[src/rtl/jk_sync_counter.sv]
// Synchronous up/down counter built from JK toggle stages with load, terminal count and wrap pulse.
// Optional modulus limit enabled by defining JK_COUNTER_MODN_EN (adds the Mod port).
module jk_sync_counter #(
  parameter int WIDTH = 4
) (
  input  logic             CLK,
  input  logic             ClrN,
  input  logic             En,
  input  logic             Up,
  input  logic             Load,
  input  logic [WIDTH-1:0] D,
`ifdef JK_COUNTER_MODN_EN
  input  logic [WIDTH-1:0] Mod,
`endif
  output logic [WIDTH-1:0] Q,
  output logic             TC,
  output logic             Wrap
);

  logic [WIDTH-1:0] qR;
  logic             wrapR;
  logic [WIDTH-1:0] maxS;
  logic [WIDTH-1:0] toggleS;
  logic [WIDTH-1:0] jkQS;
  logic [WIDTH-1:0] qNextS;
  logic             tcS;

`ifdef JK_COUNTER_MODN_EN
  assign maxS = Mod;
`else
  assign maxS = {WIDTH{1'b1}};
`endif

  function automatic logic jkNext(input logic j, input logic k, input logic q);
    return (j & ~q) | (~k & q);
  endfunction

  // Ripple the toggle enable through the lower bits and apply JK behaviour with J=K=T
  always_comb begin
    logic carryS;
    toggleS = {WIDTH{1'b0}};
    jkQS    = {WIDTH{1'b0}};
    carryS  = En;
    for (int i = 0; i < WIDTH; i++) begin
      toggleS[i] = carryS;
      jkQS[i]    = jkNext(carryS, carryS, qR[i]);
      carryS     = carryS & (Up ? qR[i] : ~qR[i]);
    end
  end

  // Terminal count is forced low during reset and whenever a load is pending
  always_comb begin
    tcS = 1'b0;
    if (ClrN && En && !Load) begin
      if (Up) begin
        tcS = (qR >= maxS);
      end else begin
        tcS = (qR == {WIDTH{1'b0}});
      end
    end else begin
      tcS = 1'b0;
    end
  end

  // Next-state selection: load beats wrap, wrap beats ordinary count, otherwise hold
  always_comb begin
    qNextS = qR;
    if (Load) begin
      qNextS = D;
    end else if (tcS) begin
      qNextS = Up ? {WIDTH{1'b0}} : maxS;
    end else if (En) begin
      qNextS = jkQS;
    end else begin
      qNextS = qR;
    end
  end

  // Count and wrap-pulse registers; tcS is already zero on load or hold edges
  always_ff @(posedge CLK or negedge ClrN) begin
    if (!ClrN) begin
      qR    <= {WIDTH{1'b0}};
      wrapR <= 1'b0;
    end else begin
      qR    <= qNextS;
      wrapR <= tcS;
    end
  end

  assign Q    = qR;
  assign TC   = tcS;
  assign Wrap = wrapR;

endmodule

[config.mk]
export PLATFORM = sky130hd
export DESIGN_NAME = jk_sync_counter
export DESIGN_NICKNAME = d
export VERILOG_FILES = /design/src/rtl/jk_sync_counter.sv
export SDC_FILE = /design/constraint.sdc
export NUM_CORES = 1
export LEC_CHECK = 0
export CAP_MARGIN = 25
export CORE_AREA = 2 2 39 41
export DETAILED_ROUTE_END_ITERATION = 8
export DIE_AREA = 0 0 41 43
export PLACE_DENSITY = 0.6
export SLEW_MARGIN = 20
export SYNTH_ARGS = -nofsm -noshare
export SYNTH_HDL_FRONTEND = slang
export SYNTH_SLANG_ARGS = --single-unit
[constraint.sdc]
create_clock -name CLK -period 1.6 [get_ports CLK]
set_input_delay 0.16 -clock CLK [delete_from_list [all_inputs] [get_ports CLK]]
set_output_delay 0.16 -clock CLK [all_outputs]
set_load 0.1 [all_outputs]
Yosys cells after proc, flatten, opt, wreduce, memory -nomap -nowiden:

Cells that the tools add are included.

* reduce and logical (&&, ||, !) cells: 5
* order comparisons: 1
* multiplexer cells: 9
* bitwise gates (word level): 23

Operator list (count)
* 4-bit 2-to-1 mux: 4
* 1-bit AND: 11
* 1-bit NOT: 8
* 1-bit 2-to-1 mux: 5
* 4-bit greater-or-equal comparator (second input constant): 1
* 4-bit logical NOT: 1
* 1-bit OR: 4
* 3-bit nonzero test: 1
* 1-bit logical AND: 2
* 1-bit logical NOT: 1

* output and inout port bits: 6
* word-level logic and storage cells: 40
* input bits: 9
* register bits after elaboration: 5

Depth between registers and ports, before layout:

Gate-level depths: netlist of the first run.

* word-level depth: 11
* gate-level depth with buffers: 5
* depth with buffers taken out: 4

Worst setup path before layout of the first run:

No wires, ideal clock.

* kind: reg2reg
* start: register qR[0], in the netlist Q[0]
* end: register wrapR, in the netlist Wrap
* data arrival time: 2.410 ns
* setup time: 0.209 ns
* slack: -1.019 ns
* data required time: 1.391 ns
* buffers on the path: 0
* cell stages (with the launch flop): 4
* clock period less this slack: 2.619 ns
* path through: dfrtp_1 and4_2 mux2_2 and4b_1

* longest elaborated chain between the ends: 3
* elaborated cells on any way between the ends: 4
* classes of those cells: 1 x order compare; 2 x mux; 1 x reduce/logical

RTL lines
* start: declaration: RTL line 20 `logic [WIDTH-1:0] qR;`
* start signal: assignment: RTL line 82 `qR <= {WIDTH{1'b0}};`
* start signal: assignment: RTL line 85 `qR <= qNextS;`
* 4-bit greater-or-equal comparator / 4-bit logical NOT (equally long branches): RTL line 56, 58
* 1-bit 2-to-1 mux *: RTL line 55 `if (Up) begin`
* 1-bit 2-to-1 mux *: RTL line 54 `if (ClrN && En && !Load) begin`
* net TC: RTL line 16 `output logic TC,`
* end signal: assignment: RTL line 86 `wrapR <= tcS;`
* end: declaration: RTL line 21 `logic wrapR;`

Mark *: on every way through the listed nets, which the timed path passes. The rest lies on a longest branch.
A chain may end at the register's enable or synchronous reset.

Worst setup path after layout of the first run:

* start: register qR[0], in the netlist Q[0]
* end: output TC

* longest elaborated chain between the ends: 3
* elaborated cells on any way between the ends: 4
* classes of those cells: 1 x order compare; 2 x mux; 1 x reduce/logical

RTL lines (RTL line)
* 4-bit greater-or-equal comparator / 4-bit logical NOT (equally long branches): 56, 58
* 1-bit 2-to-1 mux *: 55
* 1-bit 2-to-1 mux *: 54
* end: declaration: 16

Every way passes the cells marked *; elsewhere a longest branch is shown, timed or not.

==> results by stage, run 1 <==
Clock tree:
- Counting the buffers created by CTS gives 3.
- The tree is rooted in a clkbuf_4.
- The clock insertion delay at the later pin of the skew report is between 0.2 and 0.25 ns.
- In this run, post-CTS hold repair placed 0 buffers.
- The count of H-tree levels built during CTS is 1.
- The CTS clock-pin slew for the worst setup and hold paths is about 0.04 ns.
- The CTS tree is yes.
- The maximum count of clock buffers along a single path is 2.
- For this design, the sink count on the clock tree is 5.

Timing:
- Setup repair after global routing could not meet its margin everywhere.
- The final critical path time including I/O delays and setup is around 1.8 ns.
- For the pin with the worst max-slew slack, the measured transition is between 0.2 and 0.25 ns.
- The setup slack after layout is -0.191 ns.
- The maximum achievable frequency is 558 MHz.
- The final critical-path share of the clock period is 112%.
- The final-report setup violation count is 1.
- Between clock sinks in the finished design, the worst skew comes to 0.00313 ns.
- The tightest hold path in the finished design has a slack of ~0.23 ns.
- The number of max-slew violations in the final report is 0.
- The number of endpoints with negative hold slack in the final report is 0.
- Measured against its own limit, the worst slew margin works out to about 86%.

Logic synthesis:
- The mean area per synthesized cell is approximately 9.6 um^2.
- In the post-synthesis netlist, the biggest area contributors are dfrtp_1 39%, o21ai_1 7.9%, xnor2_1 5.5%, xor2_1 5.5%, nand2_1 4.7%.
- Of all cell types, the one taking the most synthesized area is dfrtp_1.
- The post-synthesis cell type count is 19.
- The synthesis-stage register bit count is 5.
- The number of synthesized flops with an enable pin is 0.
- In the synthesized netlist the async set-or-reset flop fraction comes to 100%.
- In this run the cell area of the synthesized design comes to ~320 um^2.
- The gate count of the mapped netlist is 33.
- In the synthesized netlist, the cells that appear most often are 5 x dfrtp_1, 5 x o21ai_1, 4 x nand2_1.
- The fraction of post-synthesis cell area in the top cell type by area is between 30% and 40%.
- The share of the yosys chip area belonging to registers is 39.4%.
- The top flip-flop cell by instance count after synthesis is dfrtp_1.
- Yosys printed 0 warnings.
- The net count after synthesis is between 40 and 50.

Worst setup path:
- The slowest stage cell on the critical path is dfrtp_4.
- The family with the most delay on the worst path is simple AND/OR/NAND/NOR gates.
- STA classifies the critical path startpoint as a flip-flop.
- The number of buffers and inverters on the critical path is 1.
- Walking the worst path, the cells encountered are nor4_4 -> mux2_4 -> and4b_4 -> buf_12.
- In this design, the stage delay of the slowest critical-path cell is slightly below 0.5 ns.
- Of all nets on the critical path, the largest fanout is 4.
- The critical path in this run is classified as reg2out.
- The data required time of the critical path is between 1 and 1.5 ns.
- The arrival time at the worst endpoint is between 1.5 and 2 ns.
- The kind of capture point of the worst setup path is an output pin.

Route:
- The final wirelength is between 800 and 900 um.
- In the final routed layout, each cell accounts on average for approximately 11 um.
- The count of routing violations after the opening detailed-route iteration is 6.
- After detailed routing, the number of vias per cell comes to 4.56.
- The count of nets left with antenna violations once routing finished came out at 0.
- For this run, the detailed router's first-pass iteration total came to 3.
- The number of DRC violations after detailed routing is 0.
- The routed layout has around 350 vias.

Status:
- The run finished, with violations left.
- The checks that failed: setup timing.

Final layout:
- The multi-input gate area in the final layout is between 200 and 250 um^2.
- 0 antenna diodes ended up in the layout.
- The number of fillers in the final layout is 135.
- The final instance area is about 680 um^2.
- From synthesis to final layout, the design area changed by 115%.
- The sequential cells in the finished layout cover a total of 138 um^2.
- The net count of the finished layout is slightly above 70.
- The utilization of the core after routing is between 40% and 50%.
- The post-route netlist has a little over half of its cells at a drive strength greater than 1.

Run:
- The number of max-capacitance violations reported is 0.

Global route:
- After global routing, the most crowded layer is met2.
- In the global route stage, met1 resource usage came out at 14.8%.
- The overall fraction of global-route tracks in use is 13.0%.
- The initial antenna violation count came to 0.
- In the global route stage, met2 resource usage came out at a little under a fifth.
- For this run the aggregate overflow at the end of global routing stands at 0.
- The first global-routing pass estimated 1480 um of wire.
- Global routing consumed, on the met3 layer, between 9 and 10% of the routing resources.
- Entering global routing, the biggest net connects 10 pins.
- The number of global-route vias before repair is ~340.

Floorplan:
- The die is about 41 um wide.
- The initial utilization of the core area, before any placement, comes to a little under a quarter.
- 15 I/O pins were placed.
- The floorplan has 14 rows.
- The area of the die is ~1800 um^2.
- The die boundary height is 43 um.
- The floorplan step defined a core boundary enclosing 1380 um^2.

Hold path:
- The worst hold path belongs to the class in2async.

Placed design:
- At the end of routability-driven placement, the weighted congestion stood at roughly 0.67.
- The half-perimeter wire length after placement is roughly 650 um.
- The count of input and output buffers is 14.
- The post-placement worst setup slack is -0.170 ns.
- In this run the cell area measured after placement is 634 um^2.

Power and ir drop:
- The worst vdd rail ir drop is 594 uV.
- Power comes to 619 uW.
- The leakage power total is between 0.2 and 0.3 nW.
- Dividing total power by cell area gives a power density of approximately 900 nW/um^2.
-- layout make-up --
| type | count | share of cell area (%) |
|---|---|---|
| Timing Repair Buffer | 26 | 42.4 |
| Multi-Input combinational cell | 26 | 30.7 |
| Sequential cell | 5 | 20.1 |
| Clock buffer | 4 | 3.84 |
| Tap cell | 16 | 2.93 |
-- worst reg2reg max path: stages (launching register included) --
cell and delay [ns]:
dfrtp_4 0.49, or4b_4 0.54, and3_4 0.18, a211oi_2 0.13
o21ai_1 0.08
-- what timing repair did --
item / in CTS / in global routing
pin swaps: 1 / 1
setup buffers: 2 / 1
endpoints found under the setup margin: 1 / 1
gates resized for setup: 1 / 0
-- path summary, 6_finish.rpt --
kind | start | to | slack (ns) | cells past startpoint
min | ClrN | Wrap | 0.23 | 2
min in group CLK | D[0] | Q[0] | 0.46 | 3
max in group asynchronous | ClrN | Q[1] | 1.23 | 2
min reg2reg | Q[3] | Q[3] | 0.66 | 2
max reg2reg | Q[0] | Q[2] | 0.06 | 4
max | Q[0] | TC | -0.19 | 4
-- cells in the final DEF (no fill, tap or decap), types with 2 or more instances in the layout --
cell,netlist,routed
buf_4,1,12
clkbuf_4,0,3
dfrtp_4,0,3
a21oi_1,2,2
xor2_1,2,2
buf_12,0,6
xnor2_1,2,2
clkdlybuf4s50_1,0,8
o21ai_1,5,5
nand2_1,4,4
-- per-stage QoR --
stage | TNS (ns) | std cells
after detailed placement | -0.302 | 70
after global routing | -0.250 | 77
after CTS | -0.196 | 76
after floorplan | -0.363 | 33
after global placement | -0.255 | 70
final | -0.191 | 77
-- state kept, by name, indices dropped and copies added (netlist names) --
signal	count
Q	4
Wrap	1
-- cell families after synthesis --
family	synth area share [%]
buf+inv	3.54
compound gates	15.0
simple gates	27.6
xor+xnor	11.0
mux	3.54
flops	39.4
-- per-layer routing --
| metal | routed length [um] | part of all wire [%] |
|---|---|---|
| met1 | 366 | 42 |
| met3 | 82 | 9.5 |
| met2 | 415 | 48 |
| met4 | 0 | 0 |
| met5 | 0 | 0 |
-- power breakdown --
group          switching, mW  total (mW)  leakage [nW]  internal (mW)
sequential            0.0244       0.173        0.0579          0.148
clock                 0.0484       0.142        0.0150         0.0941
combinational          0.165       0.304         0.206          0.139
total                  0.237       0.619         0.279          0.381
(Power assumes the default switching activity.)
==> run 2, diff against run 1 <==
--- a/config.mk
+++ b/config.mk
@@ -9,6 +9,7 @@
 export CORE_AREA = 2 2 39 41
 export DETAILED_ROUTE_END_ITERATION = 8
 export DIE_AREA = 0 0 41 43
+export HOLD_SLACK_MARGIN = 0.1
 export PLACE_DENSITY = 0.6
 export SLEW_MARGIN = 20
 export SYNTH_ARGS = -nofsm -noshare
==> constraint.sdc (replaced) <==
create_clock -name CLK -period 1.9 [get_ports CLK]
set_input_delay 0.19 -clock CLK [delete_from_list [all_inputs] [get_ports CLK]]
set_output_delay 0.19 -clock CLK [all_outputs]
set_load 0.1 [all_outputs]
==> results by stage, run 2 (same netlist as run 1, synthesis figures left out) <==
Final layout:
- The commonest non-fill, non-tap cell in the layout is buf_4.
- Once layout is complete, the cells apart from fillers number 70.
- For this run, the post-layout net count is 64.
- The top cell types in the final layout, fill and taps aside, are 10 x buf_4, 7 x clkdlybuf4s50_1, 5 x o21ai_1.
- The number of antenna diodes in the final layout is 0.
- The finished cells cover approximately 550 um^2.
- The register with the most flip-flops in the layout has 4 of them.
- The post-route netlist has about 44% of its cells at a drive strength greater than 1.
- Compared with the post-synthesis result, the final layout area differs by 74.4%.

Worst setup path:
- The worst setup path is of the reg2out kind.
- The worst setup path is captured at an output pin.
- The total buffers and inverters traversed by the critical path is 1.
- Data on the critical path arrives at its endpoint at between 1.5 and 2 ns.
- Data on the critical path is required at its endpoint by between 1.5 and 2 ns.
- The critical path launch point type is a flip-flop.
- The kind of cell with the highest combined delay along the critical path is simple AND/OR/NAND/NOR gates.
- In this run the worst path has a maximum fanout of 7.
- The slowest stage cell on the critical path is dfrtp_2.
- The worst register-to-register path has a setup slack of ~0.36 ns.
- Traced cell by cell, the critical path runs through nor4_4 -> mux2_2 -> and4b_4 -> buf_12.
- For this run, the slowest stage of the critical path takes 0.47 ns.

Route:
- Using the TritonRoute via totals, the vias-per-cell ratio works out to between 4 and 5.
- The first detailed-routing pass ran for 4 iterations.
- After detailed routing, the average wire length per cell comes to roughly 11 um.
- The final wirelength is between 700 and 800 um.
- The count of vias placed by the detailed router is 333.
- The detail route stage leaves a number of antenna-violating nets equal to 0.
- The number of DRC violations after detailed routing is 0.
- After the first detailed-routing iteration, the DRC count stood at 6.

Global route:
- The wire length of the first global-routing pass is 1230 um.
- Entering global routing, the biggest net connects 10 pins.
- Global routing finished with a remaining overflow of 0.
- The number of global-route vias before repair is roughly 300.
- The overall fraction of global-route tracks in use is ~10%.
- The initial antenna violation count is 0.

Timing:
- Setup repair after global routing left no endpoint under its margin.
- The worst slew margin relative to its limit is between 80% and 90%.
- The final critical path time including I/O delays and setup is about 1.8 ns.
- The number of max-slew violations in the final report was 0.
- Setup violations remaining at the end of the flow were counted as 0.
- Between clock sinks in the finished design, the worst skew comes to 0.00303 ns.
- The number of endpoints with negative hold slack in the final report is 0.
- Derived from the worst setup path, the maximum achievable clock frequency is between 500 and 600 MHz.
- The worst path uses a little over nine tenths of the clock period.
- The slew at the pin closest to its max-slew limit is between 0.2 and 0.3 ns.

Status:
- The run finished with clean final reports.

Floorplan:
- The area of the die is 1760 um^2.
- The floorplan step set the die height to between 40 and 50 um.
- After floorplanning, the core was sized to cover 1380 um^2.
- The total number of placement rows is 14.
- From left edge to right edge, the die measures just over 40 um.
- The initial utilization of the core area, before any placement, comes to about 23%.
- 15 I/O pins were placed.

Hold path:
- The path class of the tightest hold or removal check is in2async.

Clock tree:
- The clock root buffer is clkbuf_4.
- The CTS clock-pin slew for the worst setup and hold paths is about 0.040 ns.
- The maximum count of clock buffers along a single path is 2.
- The later pin in the worst-skew pair is clocked with a latency of between 0.2 and 0.25 ns.
- The buffers inserted during post-CTS setup optimization is 0.
- The count of clock tree sinks is 5.
- The total clock buffers created by CTS is 3.
- The count of H-tree levels built during CTS is 1.
- The CTS tree is yes.

Placed design:
- In this run the cell area measured after placement is around 510 um^2.
- The count of input and output buffers is 14.
- The final weighted congestion in routability-driven placement is about 0.64.
- In this run, placement finished with an instance count of 66.

Power and ir drop:
- For this design the static power due to leakage is 0.230 nW.
- Across the VDD grid, the largest voltage drop is around 350 uV.
- The total power density per cell area is around 810 nW/um^2.

Run:
- The number of max-capacitance violations reported is 0.
-- run 2: cell count changes in the layout (fill, tap and decap cells not counted), sizes merged --
cell and change:
dlymetal6s2s +1, buf -7, clkdlybuf4s50 -1
-- run 2: layer usage --
metal	share of wire (%)	vias to the layer above	global-route usage, %
met5	0	-	0
met4	0	0	2.00
met3	8.9	0	6.81
met2	42	13	14.1
met1	49	156	12.9
li1	-	164	-
-- run 2: final cells by class --
type,instances,area (um^2)
Clock buffer,4,26.3
Sequential cell,5,130
Tap cell,16,20.0
Timing Repair Buffer,19,178
Multi-Input combinational cell,26,200
Fill cell,145,830
-- run 2: timing repair --
action                                  in CTS  in global routing
endpoints found under the setup margin       1                  1
hold buffers                                 0                  0
pin swaps                                    0                  1
resized for setup                            1                  2
-- run 2: path summary, 6_finish.rpt --
kind	from	to	cells after the start
max in group asynchronous	ClrN	Q[2]	2
setup reg to reg	Q[0]	Q[2]	4
hold reg to reg	Q[3]	Q[3]	2
hold / removal	ClrN	Q[3]	2
setup / recovery	Q[0]	TC	4
min in group CLK	D[0]	Q[0]	3
-- run 2: per-stage QoR --
step | utilization, % | total power [mW] | hold WS [ns] | setup TNS, ns | worst slack [ns]
floorplan | - | 0.268 | -0.106 | 0 | 0.0285
global placement | 36.9 | 0.326 | 0.519 | -0.0292 | -0.0292
detailed placement | 36.9 | 0.327 | 0.510 | -0.0164 | -0.0164
CTS | 39.2 | 0.453 | 0.253 | 0 | 0.0304
global route | 40.1 | 0.479 | 0.271 | 0 | 0.00485
finish | 40.1 | 0.451 | 0.257 | 0 | 0.0852
-- run 2: power by group --
part,switching [mW],internal [mW]
logic,0.122,0.0653
registers,0.0243,0.121
clock network,0.0391,0.0791
